--- config.mk ---
export PLATFORM = sky130hd
export DESIGN_NAME = vga_timing_receiver
export DESIGN_NICKNAME = d
export VERILOG_FILES = /design/src/rtl/vga_timing_receiver.sv
export SDC_FILE = /design/constraint.sdc
export NUM_CORES = 1
export LEC_CHECK = 0
export CAP_MARGIN = 20
export CORE_ASPECT_RATIO = 0.6
export CORE_MARGIN = 5
export CORE_UTILIZATION = 30
export CTS_CLUSTER_SIZE = 28
export DETAILED_ROUTE_END_ITERATION = 6
export DONT_BUFFER_PORTS = 1
export PLACE_DENSITY = 0.56
export SLEW_MARGIN = 20
export SYNTH_ARGS = -nofsm -noshare
export SYNTH_HDL_FRONTEND = slang
export SYNTH_SLANG_ARGS = --single-unit
export TNS_END_PERCENT = 50
--- constraint.sdc ---
create_clock -name clk -period 4.25 [get_ports clk]
set_input_delay 1.0625 -clock clk [delete_from_list [all_inputs] [get_ports clk]]
set_output_delay 1.0625 -clock clk [all_outputs]
set_load 0.005 [all_outputs]
--- src/rtl/vga_timing_receiver.sv ---
// VGA sink: recovers pixel coordinates, data-enable and lock status from H_SYNC/V_SYNC/rgb.
// Optional VGA_RX_CHECKSUM_EN adds a per-frame rgb checksum (frame_sum/sum_valid).
module vga_timing_receiver #(
  // Sync pulse widths carry a _W suffix because the sync ports own the bare names.
  parameter int H_SYNC_W    = 96,
  parameter int H_BP        = 48,
  parameter int H_ACTIVE    = 640,
  parameter int H_TOTAL     = 800,
  parameter int V_SYNC_W    = 2,
  parameter int V_BP        = 33,
  parameter int V_ACTIVE    = 480,
  parameter int V_TOTAL     = 525,
  parameter int LOCK_FRAMES = 2
) (
  input  logic       clk,
  input  logic       rst,
  input  logic       H_SYNC,
  input  logic       V_SYNC,
  input  logic [7:0] r,
  input  logic [7:0] g,
  input  logic [7:0] b,
  output logic       de,
  output logic [9:0] pixel_x,
  output logic [9:0] pixel_y,
  output logic [7:0] r_o,
  output logic [7:0] g_o,
  output logic [7:0] b_o,
  output logic       frame_start,
  output logic       locked,
  output logic       timing_err
`ifdef VGA_RX_CHECKSUM_EN
  ,
  output logic [15:0] frame_sum,
  output logic        sum_valid
`endif
);

  typedef enum logic [1:0] {SEARCH, MEASURE, LOCKED} state_t;

  localparam logic [9:0]  H_START = 10'(H_SYNC_W + H_BP);
  localparam logic [9:0]  H_END   = 10'(H_SYNC_W + H_BP + H_ACTIVE);
  localparam logic [9:0]  V_START = 10'(V_SYNC_W + V_BP);
  localparam logic [9:0]  V_END   = 10'(V_SYNC_W + V_BP + V_ACTIVE);
  localparam logic [10:0] H_TOT   = 11'(H_TOTAL);
  localparam logic [10:0] V_TOT   = 11'(V_TOTAL);
  localparam logic [3:0]  LOCK_N  = 4'(LOCK_FRAMES);

  state_t      state, state_next;
  logic [3:0]  good_frames, good_frames_next;
  logic        hs1, vs1, hs_prev, vs_prev;
  logic [7:0]  r1, g1, b1;
  logic        hs_fall, vs_fall;
  logic [9:0]  h_cnt_q, v_cnt_q, h_cnt, v_cnt;
  logic        line_armed;
  logic        line_err, frame_err, mismatch;
  logic        active, de_next;

  always_ff @(posedge clk or posedge rst) begin
    if (rst) begin
      hs1     <= 1'b1;
      vs1     <= 1'b1;
      hs_prev <= 1'b1;
      vs_prev <= 1'b1;
      r1      <= '0;
      g1      <= '0;
      b1      <= '0;
    end else begin
      hs1     <= H_SYNC;
      vs1     <= V_SYNC;
      hs_prev <= hs1;
      vs_prev <= vs1;
      r1      <= r;
      g1      <= g;
      b1      <= b;
    end
  end

  assign hs_fall = hs_prev & ~hs1;
  assign vs_fall = vs_prev & ~vs1;

  // h_cnt/v_cnt are the positions of the pixel currently sitting in stage 1.
  always_comb begin
    h_cnt = h_cnt_q;
    v_cnt = v_cnt_q;
    if (hs_fall)
      h_cnt = '0;
    else if (h_cnt_q != 10'h3FF)
      h_cnt = h_cnt_q + 10'd1;
    if (vs_fall)
      v_cnt = '0;
    else if (hs_fall && v_cnt_q != 10'h3FF)
      v_cnt = v_cnt_q + 10'd1;
  end

  assign line_err  = hs_fall && line_armed && (state != SEARCH) &&
                     ({1'b0, h_cnt_q} + 11'd1 != H_TOT);
  assign frame_err = vs_fall && (state != SEARCH) &&
                     ({1'b0, v_cnt_q} + 11'd1 != V_TOT);
  assign mismatch  = line_err | frame_err;

  always_comb begin
    state_next       = state;
    good_frames_next = good_frames;
    case (state)
      SEARCH: begin
        if (vs_fall) begin
          state_next       = MEASURE;
          good_frames_next = '0;
        end
      end
      MEASURE: begin
        if (mismatch) begin
          state_next = SEARCH;
        end else if (vs_fall) begin
          good_frames_next = good_frames + 4'd1;
          if (good_frames + 4'd1 >= LOCK_N)
            state_next = LOCKED;
        end
      end
      LOCKED: begin
        if (mismatch)
          state_next = SEARCH;
      end
      default: state_next = SEARCH;
    endcase
  end

  // The first hsync fall after SEARCH only arms the line check unless it came with vsync.
  always_ff @(posedge clk or posedge rst) begin
    if (rst) begin
      state       <= SEARCH;
      good_frames <= '0;
      h_cnt_q     <= '0;
      v_cnt_q     <= '0;
      line_armed  <= 1'b0;
    end else begin
      state       <= state_next;
      good_frames <= good_frames_next;
      h_cnt_q     <= h_cnt;
      v_cnt_q     <= v_cnt;
      if (state == SEARCH)
        line_armed <= hs_fall & vs_fall;
      else if (hs_fall)
        line_armed <= 1'b1;
    end
  end

  assign active  = (h_cnt >= H_START) && (h_cnt < H_END) &&
                   (v_cnt >= V_START) && (v_cnt < V_END);
  assign de_next = active && (state_next == LOCKED);

  always_ff @(posedge clk or posedge rst) begin
    if (rst) begin
      de          <= 1'b0;
      pixel_x     <= '0;
      pixel_y     <= '0;
      r_o         <= '0;
      g_o         <= '0;
      b_o         <= '0;
      frame_start <= 1'b0;
      locked      <= 1'b0;
      timing_err  <= 1'b0;
    end else begin
      de          <= de_next;
      pixel_x     <= de_next ? h_cnt - H_START : 10'd0;
      pixel_y     <= de_next ? v_cnt - V_START : 10'd0;
      r_o         <= r1;
      g_o         <= g1;
      b_o         <= b1;
      frame_start <= de_next && (h_cnt == H_START) && (v_cnt == V_START);
      locked      <= (state_next == LOCKED);
      timing_err  <= mismatch;
    end
  end

`ifdef VGA_RX_CHECKSUM_EN
  logic [15:0] acc;
  logic [15:0] px_sum;

  assign px_sum = {8'd0, r1} + {8'd0, g1} + {8'd0, b1};

  // Accumulate only while locked; each vsync fall in LOCKED publishes and restarts the sum.
  always_ff @(posedge clk or posedge rst) begin
    if (rst) begin
      acc       <= '0;
      frame_sum <= '0;
      sum_valid <= 1'b0;
    end else begin
      sum_valid <= 1'b0;
      if (state != LOCKED) begin
        acc <= '0;
      end else if (vs_fall) begin
        frame_sum <= acc;
        sum_valid <= 1'b1;
        acc       <= '0;
      end else if (de_next) begin
        acc <= acc + px_sum;
      end
    end
  end
`else
  // No checksum accumulator in this build.
`endif

endmodule
# Word-level counts from Yosys, hierarchy flattened
# Index checks and enable logic that the tools add are counted.
word_totals:
  reg_bits: 103
  input_bits: 28
  output_inout_bits: 48
  word_cells: 86
classes:
  addsub: 7
  n_lt_le_gt_ge: 5
  n_eq_ne: 12
  mux: 18
  n_bitwise: 6
  reduce_logical: 17
op_table:
  columns: ["operator", "count"]
  rows:
  - ["$mux W10", 6]
  - ["$add A10 B1 Y11 const B", 2]
  - ["$ne A11 B10 Y1 const B", 2]
  - ["$add A10 B1 Y10 const B", 2]
  - ["$lt A10 B10 Y1 const B", 2]
  - ["$ne A10 B10 Y1 const B", 2]
  - ["$logic_and A1 B1 Y1", 12]
  - ["$mux W4", 3]
  - ["$eq A10 B6 Y1 const B", 1]
  - ["$eq A10 B8 Y1 const B", 1]
  - ["$ge A10 B6 Y1 const B", 1]
  - ["$ge A10 B8 Y1 const B", 1]
  - ["$mux W2", 5]
  - ["$sub A10 B6 Y10 const B", 1]
  - ["$sub A10 B8 Y10 const B", 1]
  - ["$pmux W4 S2", 1]
  - ["$ne A2 B2 Y1 const B", 3]
  - ["$pmux W2 S3", 1]
  - ["$reduce_bool A2 Y1", 3]
  - ["$add A4 B1 Y4 const B", 1]
  - ["$eq A2 B2 Y1 const B", 2]
  - ["$ge A4 B2 Y1 const B", 1]
  - ["$reduce_and A4 Y1", 1]
  - ["$and A1 B1 Y1", 3]
  - ["other kinds (5)", 7]

# Logic depth before layout (Yosys ltp)
# Gate-level depths: netlist of run 1.
logic_depth:
  ltp_word: 12
  mapped_depth: 13
  mapped_depth_nobuf: 11

# Worst setup path before layout of run 1
# OpenSTA, ideal clock, no wires.
synth_timing:
  kind: "reg-to-reg"
  start: "register v_cnt_q[0]"
  end: "register pixel_x[7]"
  setup_ps: 144
  arrival_ps: 2955
  required_time_ps: 4106
  setup_slack_ps: 1151
  path_stages_with_launch: 14
  path_buffers: 3
  period_less_slack_ps: 3099
  cell_sequence: "dfrtp_1 > ha_1 > buf_6 > and4_1 > buf_6 > a31oi_1 > xnor2_1 > nor2_1 > ha_1 > o41ai_2 > a21oi_2 > o2111ai_4 > buf_6 > a211oi_4"
synth_via:
  elab_chain_cells: 9
  word_cells_on_any_way: 19
  classes_between: "add/sub: 2; order compare: 2; eq/ne: 3; mux: 6; bitwise: 1; reduce/logical: 5"
synth_rtl:
  columns: ["item", "line", "rtl"]
  rows:
  - ["from (decl)", "53", "logic [9:0] h_cnt_q, v_cnt_q, h_cnt, v_cnt;"]
  - ["from (signal assigned)", "140", "v_cnt_q <= v_cnt;"]
  - ["branches (longest 2 deep; another with $add A10 B1 Y10)", null, null]
  - ["$mux W10 *", "91", "else if (hs_fall && v_cnt_q != 10'h3FF)"]
  - ["$mux W10 *", "89", "if (vs_fall)"]
  - ["net v_cnt[0]", "53", null]
  - ["$ge A10 B6 Y1", "149", "(v_cnt >= V_START) && (v_cnt < V_END);"]
  - ["$logic_and A1 B1 Y1", "148", "assign active = (h_cnt >= H_START) && (h_cnt < H_END) &&"]
  - ["$logic_and A1 B1 Y1 *", "149", null]
  - ["$logic_and A1 B1 Y1 *", "150", "assign de_next = active && (state_next == LOCKED);"]
  - ["$mux W10 *", "165", "pixel_x <= de_next ? h_cnt - H_START : 10'd0;"]
  - ["to (signal assigned)", "165", null]
  - ["to (decl)", "23", "output logic [9:0] pixel_x,"]
# Mark *: on every way through the listed nets, which the timed path passes.
# A chain may end at the register's enable or synchronous reset.

# Final worst setup path of run 1
layout_timing:
  start: "register v_cnt_q[0]"
  end: "register pixel_y[9]"
layout_via:
  elab_chain_cells: 9
  word_cells_on_any_way: 20
  classes_between: "add/sub: 3; order compare: 2; eq/ne: 3; mux: 6; bitwise: 1; reduce/logical: 5"
layout_rtl:
  columns: ["item", "line", "rtl"]
  rows:
  - ["branches (longest 2 deep; another with $add A10 B1 Y10)", null, null]
  - ["$mux W10 *", "91", null]
  - ["$mux W10 *", "89", null]
  - ["net v_cnt[0]", "53", null]
  - ["$ge A10 B6 Y1", "149", null]
  - ["$logic_and A1 B1 Y1", "148", null]
  - ["$logic_and A1 B1 Y1", "149", null]
  - ["$logic_and A1 B1 Y1", "150", null]
  - ["$mux W10 *", "166", "pixel_y <= de_next ? v_cnt - V_START : 10'd0;"]
  - ["to (signal assigned)", "166", null]
  - ["to (decl)", "24", "output logic [9:0] pixel_y,"]
# Marked as above.

==> out/qor.csv, run 1 <==
metric;value;unit
antenna-diode-count;0;
avgSynthCellArea;12.2;um2
ys_async_sr_fraction;100;%
path_class;reg2reg;
initial_core_util;30.8;%
cts_buffers;9;
die_w;168;um
grt_pass1_wl;16000;um
ctsResizeCount;0;
end_kind;flop;
arrival;3990;ps
rsz0062_at_grt;no;
vias;2739;
grtUsageMet2;13.6;%
drt_iter0_markers;206;
drc;0;
relSlewSlack;49.4;%
final_nets;399;
irDropWorstVdd;254;uV
crit_fanout;16;
ios;76;
synth_top_area_share;55.3;%
syn_area;0.00448;mm2
r2r-end;pixel_y[9];
antenna_found_initial;0;
grt.overflow.total;0;
grt_max_degree;63;
ys_seq_elements;103;
min_period;3760;ps
dieArea;0.0176;mm2
total_power;2.28;mW
cp.required;4480;ps
postRouteAntennaNets;0;
p_leak;2.14;nW
synth.distinct_cells;75;
path_clk_slew;70;ps
synthTopCellsByCount;99 x dfrtp_1, 26 x nor2_1, 18 x nand2_1;
min_period_over_period;88.4;%
die_height;105;um
yosysSeqAreaShare;57.6;%
min_path_type;reg2reg;
reg2reg_setup_slack;490;ps
coreArea;0.0145;mm2
grt.busiest_layer;met1;
layout-drive-gt1-share;19.0;%
grt_pass1_vias;2697;
track_usage;11.6;%
cts_tree;yes;
port_buffers;0;
start_kind;flop;
status;finished, final reports clean;
clock_path_buffers;2;
cts_setup_buffers;0;
rows;34;
reg2reg_from;v_cnt_q[0];
reg2reg_depth;11;
min_to;b_o[6];
p_per_area;465;mW/mm2
post-dp-hpwl;7320;um
yosysTopAreaCell;dfrtp_1;
min_from;b1[6];
synth.most_common_cell;dfrtp_1;
min_path_cells;0;
drt_wl_total;10100;um
syn_inst;368;
synth_warnings;0;
final_util;33.7;%
syn_to_final_growth;9.38;%
hold_viol_final;0;
synth_edf_count;0;
setup_viol;0;
synth_nets;404;
skew;7.28;ps
synth_flop_cell;dfrtp_1;
slew_violations;0;
met1_usage;18.3;%
timing.fmax;0.266;GHz
first_pass_iters;5;
synth.area.top_cells;dfrtp_1 55%, xnor2_1 2.9%, buf_6 2.5%;
place_congestion;0.923;
routedWlPerCell;17.8;um
clockRootBuffer;clkbuf_16;
maxCapViolations;0;
clk_latency;340;ps
via_per_inst;4.84;
setup_tns;0;ps
htreeDepth;3;
cts_hold_buf;0;
globalRouteMet3Util;5.58;%
fillers;1424;
tightest_slew;758;ps
clock_sinks;103;
==> worst max-delay path, stage by stage (launching register included) <==
cell and delay (ps):
dfrtp_1 450, ha_1 330, and4_1 330, a31oi_1 330, xnor2_1 160, nor2_1 90, ha_1 330, o41ai_2 600
a21oi_2 140, o2111ai_4 550, buf_4 260, nor2_2 50
==> cell families (layout without fill, tap and decap cells) <==
group / after synthesis / after routing / synth area share (%)
compound gates: 72 / 72 / 13.2
xor+xnor: 21 / 21 / 4.27
fa+ha+maj: 8 / 8 / 2.23
buf+inv: 38 / 38 / 5.39
flops: 103 / 103 / 57.6
mux: 4 / 4 / 0.893
simple gates: 122 / 122 / 16.4
==> through the flow <==
step	std cells	instance area (um2)	setup slack (ps)	hold WS [ps]
3_3_place_gp	550	4600	676	332
2_1_floorplan	368	4480	490	331
4_1_cts	566	4900	503	348
6_report	566	4900	494	349
5_1_grt	566	4900	216	355
3_5_place_dp	550	4600	516	335
==> report_power, final <==
part	internal [mW]	leakage (nW)	switching [mW]
Sequential	1.06	1.30	0.0858
Combinational	0.113	0.690	0.180
Clock	0.467	0.147	0.377
Total	1.64	2.14	0.642
==> flip-flops by register name, indices dropped and copies added, names as in the netlist, 2 cells and up <==
register	cells
b1	8
b_o	8
g1	8
g_o	8
good_frames	4
h_cnt_q	10
pixel_x	10
pixel_y	10
r1	8
r_o	8
state	2
v_cnt_q	10
==> area by class of cell <==
| type | instances | area, um2 | share of cell area [%] |
|---|---|---|---|
| clock inverter | 6 | 77.6 | 1.58 |
| tap | 198 | 248 | 5.05 |
| multi-input combinational | 227 | 1660 | 33.8 |
| sequential | 103 | 2580 | 52.7 |
| clock buffer | 10 | 229 | 4.67 |
| timing repair buffer | 6 | 45.0 | 0.919 |
| inverter | 16 | 62.6 | 1.28 |
==> layer usage <==
| layer | part of all wire [%] | routed length, um | up-vias |
|---|---|---|---|
| li1 | - | - | 1292 |
| met4 | 1.1 | 113 | 0 |
| met3 | 12 | 1160 | 9 |
| met1 | 51 | 5110 | 1321 |
| met2 | 37 | 3670 | 117 |
| met5 | 0 | 0 | - |
==> placed cells by master, fill, tap and decap left out, types with 7 or more instances in the layout <==
cell type	netlist	routed
clkbuf_16	0	9
a21oi_1	11	11
nand4_1	8	8
nor2_1	26	26
dfrtp_1	99	99
nand2_1	18	18
nor2_2	8	8
xnor2_1	15	15
nor3_1	7	7
ha_1	8	8
nand3_1	9	9
inv_1	15	14
o21ai_0	12	12
==> worst max-delay path by stage <==
stage	startpoint	end
after floorplan	rst	b1[0]
after global placement	v_cnt_q[0]	pixel_y[3]
after detailed placement	v_cnt_q[0]	pixel_y[9]
after CTS	v_cnt_q[0]	pixel_y[9]
after global routing	v_cnt_q[0]	pixel_y[2]
final	v_cnt_q[0]	pixel_y[9]
Note: power is estimated with default switching activity, not from simulation.
==> inputs of run 2 (changes only) <==
Settings changed: CORE_MARGIN 5 to 1.5, HOLD_SLACK_MARGIN from default to 0.05.
==> out/qor.csv, run 2 (synthesis gave the netlist of run 1 again) <==
metric;value;unit;change
drc;0;;unchanged
intPower;1.65;mW;was 1.64 mW
first_pass_iters;4;;was 5
place_ws;667;ps;was 516 ps
cp.required;4450;ps;was 4480 ps
die_w;161;um;was 168 um
end_kind;flop;;unchanged
layout-drive-gt1-share;19.1;%;was 19.0%
switchingPower;0.631;mW;was 0.642 mW
timing.fmax;0.278;GHz;was 0.266 GHz
final_nets;398;;was 399
post-dp-hpwl;7290;um;was 7320 um
grt_pass1_vias;2790;;was 2697
p_per_area;465;mW/mm2;about the same
seq_area;0.00258;mm2;unchanged
postRouteAntennaNets;0;;unchanged
instances_no_fill;565;;was 566
rows;34;;unchanged
critPathTopFamily;compound AO/OA/AOI/OAI gates;;unchanged
path_clk_slew;70;ps;about the same
via_per_inst;4.90;;was 4.84
port_buffers;0;;unchanged
pwr-share-clk;37.1;%;was 37.0%
cts_hold_buf;0;;unchanged
drt_wl_total;10000;um;was 10100 um
vias;2767;;was 2739
htreeDepth;3;;unchanged
ctsResizeCount;0;;unchanged
clock_sinks;103;;unchanged
final_area;0.00490;mm2;unchanged
total_power;2.28;mW;about the same
place_congestion;0.886;;was 0.923
tightest_slew;726;ps;was 758 ps
clk_latency;340;ps;about the same
whs;347;ps;was 349 ps
grt_max_degree;61;;was 63
crit_fanout;22;;was 16
min_period_over_period;84.7;%;was 88.4%
fillers;1445;;was 1424
postPlaceCellArea;0.00459;mm2;was 0.00460 mm2
final_cell_mix;99 x dfrtp_1, 26 x nor2_1, 18 x nand2_1;;unchanged
syn_to_final_growth;9.38;%;unchanged
arrival;3800;ps;was 3990 ps
initial_core_util;30.8;%;unchanged
setup_viol;0;;unchanged
skew;7.96;ps;was 7.28 ps
rsz0062_at_grt;no;;unchanged
clock_path_buffers;2;;unchanged
die_height;97.7;um;was 105 um
setup_tns;0;ps;unchanged
fin_ws;649;ps;was 494 ps
clockRootBuffer;clkbuf_16;;unchanged
path_buf_inv;1;;unchanged
start_kind;flop;;unchanged
min_period;3600;ps;was 3760 ps
p_leak;2.14;nW;about the same
p_comb_share;12.8;%;about the same
final_common_cell;dfrtp_1;;unchanged
drt_iter0_markers;218;;was 206
dieArea;0.0157;mm2;was 0.0176 mm2
routedWlPerCell;17.8;um;about the same
antenna_found_initial;0;;unchanged
grt_pass1_wl;16500;um;was 16000 um
slowest_delay;610;ps;was 600 ps
swShare;27.7;%;was 28.2%
slew_violations;0;;unchanged
relSlewSlack;51.6;%;was 49.4%
min_path_type;reg2reg;;unchanged
status;finished, final reports clean;;unchanged
path_class;reg2reg;;unchanged
critPathSlowestCell;o41ai_2;;unchanged
cts_buffers;9;;unchanged
final_util;33.7;%;unchanged
maxCapViolations;0;;unchanged
cts_tree;yes;;unchanged
grt.overflow.total;0;;unchanged
crit_top_cell;ha_1;;unchanged
track_usage;13.7;%;was 11.6%
multi_input_area;0.00166;mm2;unchanged
antenna-diode-count;0;;unchanged
placed_cells;549;;was 550
cts_setup_buffers;0;;unchanged
crit_chain;ha_1, and4_1, a31oi_1, xnor2_1, nor2_1, ha_1, o41ai_2, a21oi_2, o2111ai_4, buf_4, nor4_1;;was ha_1, and4_1, a31oi_1, xnor2_1, nor2_1, ha_1, o41ai_2, a21oi_2, o2111ai_4, buf_4, nor2_2
pwr-share-seq;50.1;%;about the same
hold_viol_final;0;;unchanged
ios;76;;unchanged
coreArea;0.0145;mm2;unchanged
irDropWorstVdd;213;uV;was 254 uV
==> run 2: changes by cell type in the layout (fill, tap and decap cells not counted) <==
cell | previous run | this run
clkbuf_1 | 1 | 0
buf_4 | 6 | 5
clkbuf_8 | 0 | 1
inv_6 | 0 | 1
inv_8 | 2 | 1
==> run 2: path summary, 6_finish.rpt <==
kind / cells past startpoint / end / from / slack (ps)
setup / recovery: 11 / frame_start / v_cnt_q[0] / 650
hold / removal: 0 / r_o[0] / r1[0] / 350
setup reg to reg: 11 / frame_start / v_cnt_q[0] / 650
hold reg to reg: 0 / r_o[0] / r1[0] / 350
max in group asynchronous: 2 / pixel_x[9] / rst / 2760
min in group asynchronous: 1 / r_o[5] / rst / 720
==> run 2: cell type report <==
cell class	instances	area share (%)
flip-flops and latches	103	52.7
multi-input cells	227	33.8
well taps	198	5.05
inverters	16	1.28
repair buffers	5	0.766
clock buffers	10	4.87
clock inverters	6	1.53
==> run 2: power groups by stage <==
stage	logic (mW)	registers (mW)	clock network (mW)
floorplan	0.248	1.13	0
global route	0.336	1.16	0.923
global placement	0.286	1.16	0
finish	0.291	1.14	0.847
CTS	0.294	1.14	0.876
detailed placement	0.291	1.16	0
==> run 2: routing by layer <==
layer	track usage, %	part of all wire, %	vias to the layer above
li1	-	-	1282
met1	21.1	51	1376
met2	16.8	38	95
met3	5.38	9.2	14
met4	4.27	1.5	0
met5	0	0	-
==> inputs of run 3 (changes only) <==
Settings changed: PLACE_DENSITY 0.56 to 0.57.
Clock period 4.25 ns to 3.24 ns, I/O delays scaled along.
==> out/qor.csv, run 3 (synthesis gave the netlist of run 1 again) <==
metric;value;unit;change
status;finished, final reports clean;;unchanged
vias;2874;;was 2767
die_height;97.7;um;unchanged
cp.required;3460;ps;was 4450 ps
grt_pass1_wl;16400;um;was 16500 um
setup_viol;0;;unchanged
path_clk_slew;70;ps;about the same
crit_path_start;v_cnt_q[1];;was v_cnt_q[0]
pwr-share-clk;36.4;%;was 37.1%
min_period_over_period;92.6;%;was 84.7%
switchingPower;0.808;mW;was 0.631 mW
ios;76;;unchanged
track_usage;13.5;%;was 13.7%
crit_fanout;9;;was 22
final_common_cell;dfrtp_1;;unchanged
relSlewSlack;56.6;%;was 51.6%
port_buffers;0;;unchanged
rows;34;;unchanged
critPathSlowestCell;dfrtp_1;;was o41ai_2
antenna_found_initial;1;;was 0
pwr-share-seq;49.8;%;was 50.1%
grt.overflow.total;0;;unchanged
clock_path_buffers;2;;unchanged
layout-drive-gt1-share;22.2;%;was 19.1%
final_nets;410;;was 398
post-dp-hpwl;7450;um;was 7290 um
irDropWorstVdd;255;uV;was 213 uV
first_pass_iters;4;;unchanged
final_cell_mix;99 x dfrtp_1, 26 x nor2_1, 18 x nand2_1;;unchanged
intPower;2.19;mW;was 1.65 mW
clk_latency;330;ps;was 340 ps
grt_pass1_vias;2838;;was 2790
slew_violations;0;;unchanged
grt_max_degree;60;;was 61
reg2reg_from;v_cnt_q[1];;was v_cnt_q[0]
p_per_area;596;mW/mm2;was 465 mW/mm2
clock_sinks;103;;unchanged
p_leak;2.20;nW;was 2.14 nW
rsz0062_at_grt;no;;unchanged
slowest_delay;420;ps;was 610 ps
min_path_type;reg2reg;;unchanged
place_congestion;0.904;;was 0.886
cts_tree;yes;;unchanged
syn_to_final_growth;12.2;%;was 9.38%
swShare;26.9;%;was 27.7%
tightest_slew;647;ps;was 726 ps
setup_tns;0;ps;unchanged
drt_iter0_markers;325;;was 218
hold_viol_final;0;;unchanged
total_power;3.00;mW;was 2.28 mW
timing.fmax;0.333;GHz;was 0.278 GHz
min_period;3000;ps;was 3600 ps
via_per_inst;4.98;;was 4.90
antenna-diode-count;0;;unchanged
arrival;3210;ps;was 3800 ps
dieArea;0.0157;mm2;unchanged
drc;0;;unchanged
path_class;reg2reg;;unchanged
cts_buffers;9;;unchanged
clockRootBuffer;clkbuf_16;;unchanged
initial_core_util;30.8;%;unchanged
p_comb_share;13.8;%;was 12.8%
htreeDepth;3;;unchanged
drt_wl_total;10000;um;unchanged
die_w;161;um;unchanged
coreArea;0.0145;mm2;unchanged
skew;6.25;ps;was 7.96 ps
maxCapViolations;0;;unchanged
end_kind;flop;;unchanged
start_kind;flop;;unchanged
postRouteAntennaNets;0;;unchanged
cts_hold_buf;0;;unchanged
crit_chain;ha_1, and4_1, a31oi_2, xnor2_1, nor2_1, ha_2, o41ai_4, a21oi_2, o2111ai_4, buf_4, nor2_2;;was ha_1, and4_1, a31oi_1, xnor2_1, nor2_1, ha_1, o41ai_2, a21oi_2, o2111ai_4, buf_4, nor4_1
routedWlPerCell;17.4;um;was 17.8 um
min_from;g1[3];;was r1[0]
==> run 3: cell types whose count changed in the layout (fill, tap and decap cells not counted), sizes merged <==
cell	previous run	this run
buf	5	17
clkbuf	10	12
inv	18	16
==> run 3: worst paths after layout <==
path / end / slack (ps) / depth (start not counted)
min in group asynchronous: r1[0] / 390 / 1
min: g_o[3] / 350 / 0
max in group asynchronous: hs1 / 2130 / 2
max reg2reg: pixel_x[6] / 240 / 11
max: pixel_x[6] / 240 / 11
min reg2reg: g_o[3] / 350 / 0
==> run 3: worst max-delay path, delay by kind of cell (launching register included) <==
kind	cells	cell delay (ps)
compound gates	4	1110
fa+ha+maj	2	510
flops	1	420
simple gates	3	410
buf+inv	1	260
xor+xnor	1	160
==> run 3: per-layer routing <==
| layer | global-route usage [%] | wire length, um |
|---|---|---|
| met4 | 2.99 | 64 |
| met5 | 0 | 0 |
| met2 | 15.7 | 3680 |
| met3 | 6.23 | 953 |
| met1 | 21.5 | 5330 |
==> run 3: cell type report <==
class / count / area [um2]
fill: 1438 / 9520
clock inverter: 4 / 52.6
inverter: 16 / 63.8
tap: 198 / 248
multi-input combinational: 227 / 1690
timing repair buffer: 17 / 140
clock buffer: 12 / 256
sequential: 103 / 2580
==> run 3: per-stage QoR <==
step | cell area, um2 | instances | worst slack, ps | util (%) | hold slack [ps]
CTS | 5000 | 577 | 57.9 | 34.4 | 349
floorplan | 4490 | 368 | 141 | - | 331
detailed placement | 4690 | 561 | 95.7 | 32.3 | 335
global placement | 4690 | 561 | 222 | 32.3 | 332
finish | 5030 | 577 | 240 | 34.6 | 346
global route | 5030 | 577 | 17.0 | 34.6 | 351
==> run 3: power by group through the flow <==
stage / registers (mW) / clock network, mW / logic [mW]
after detailed placement: 1.51 / 0 / 0.408
final: 1.49 / 1.09 / 0.413
after floorplan: 1.48 / 0 / 0.326
after global placement: 1.51 / 0 / 0.401
after CTS: 1.49 / 1.13 / 0.409
after global routing: 1.51 / 1.21 / 0.466
==> run 3: repair_timing <==
action	CTS	global route
hold endpoints to repair	0	0
resized for setup	0	4
buffers inserted	0	0
setup endpoints to repair	0	21
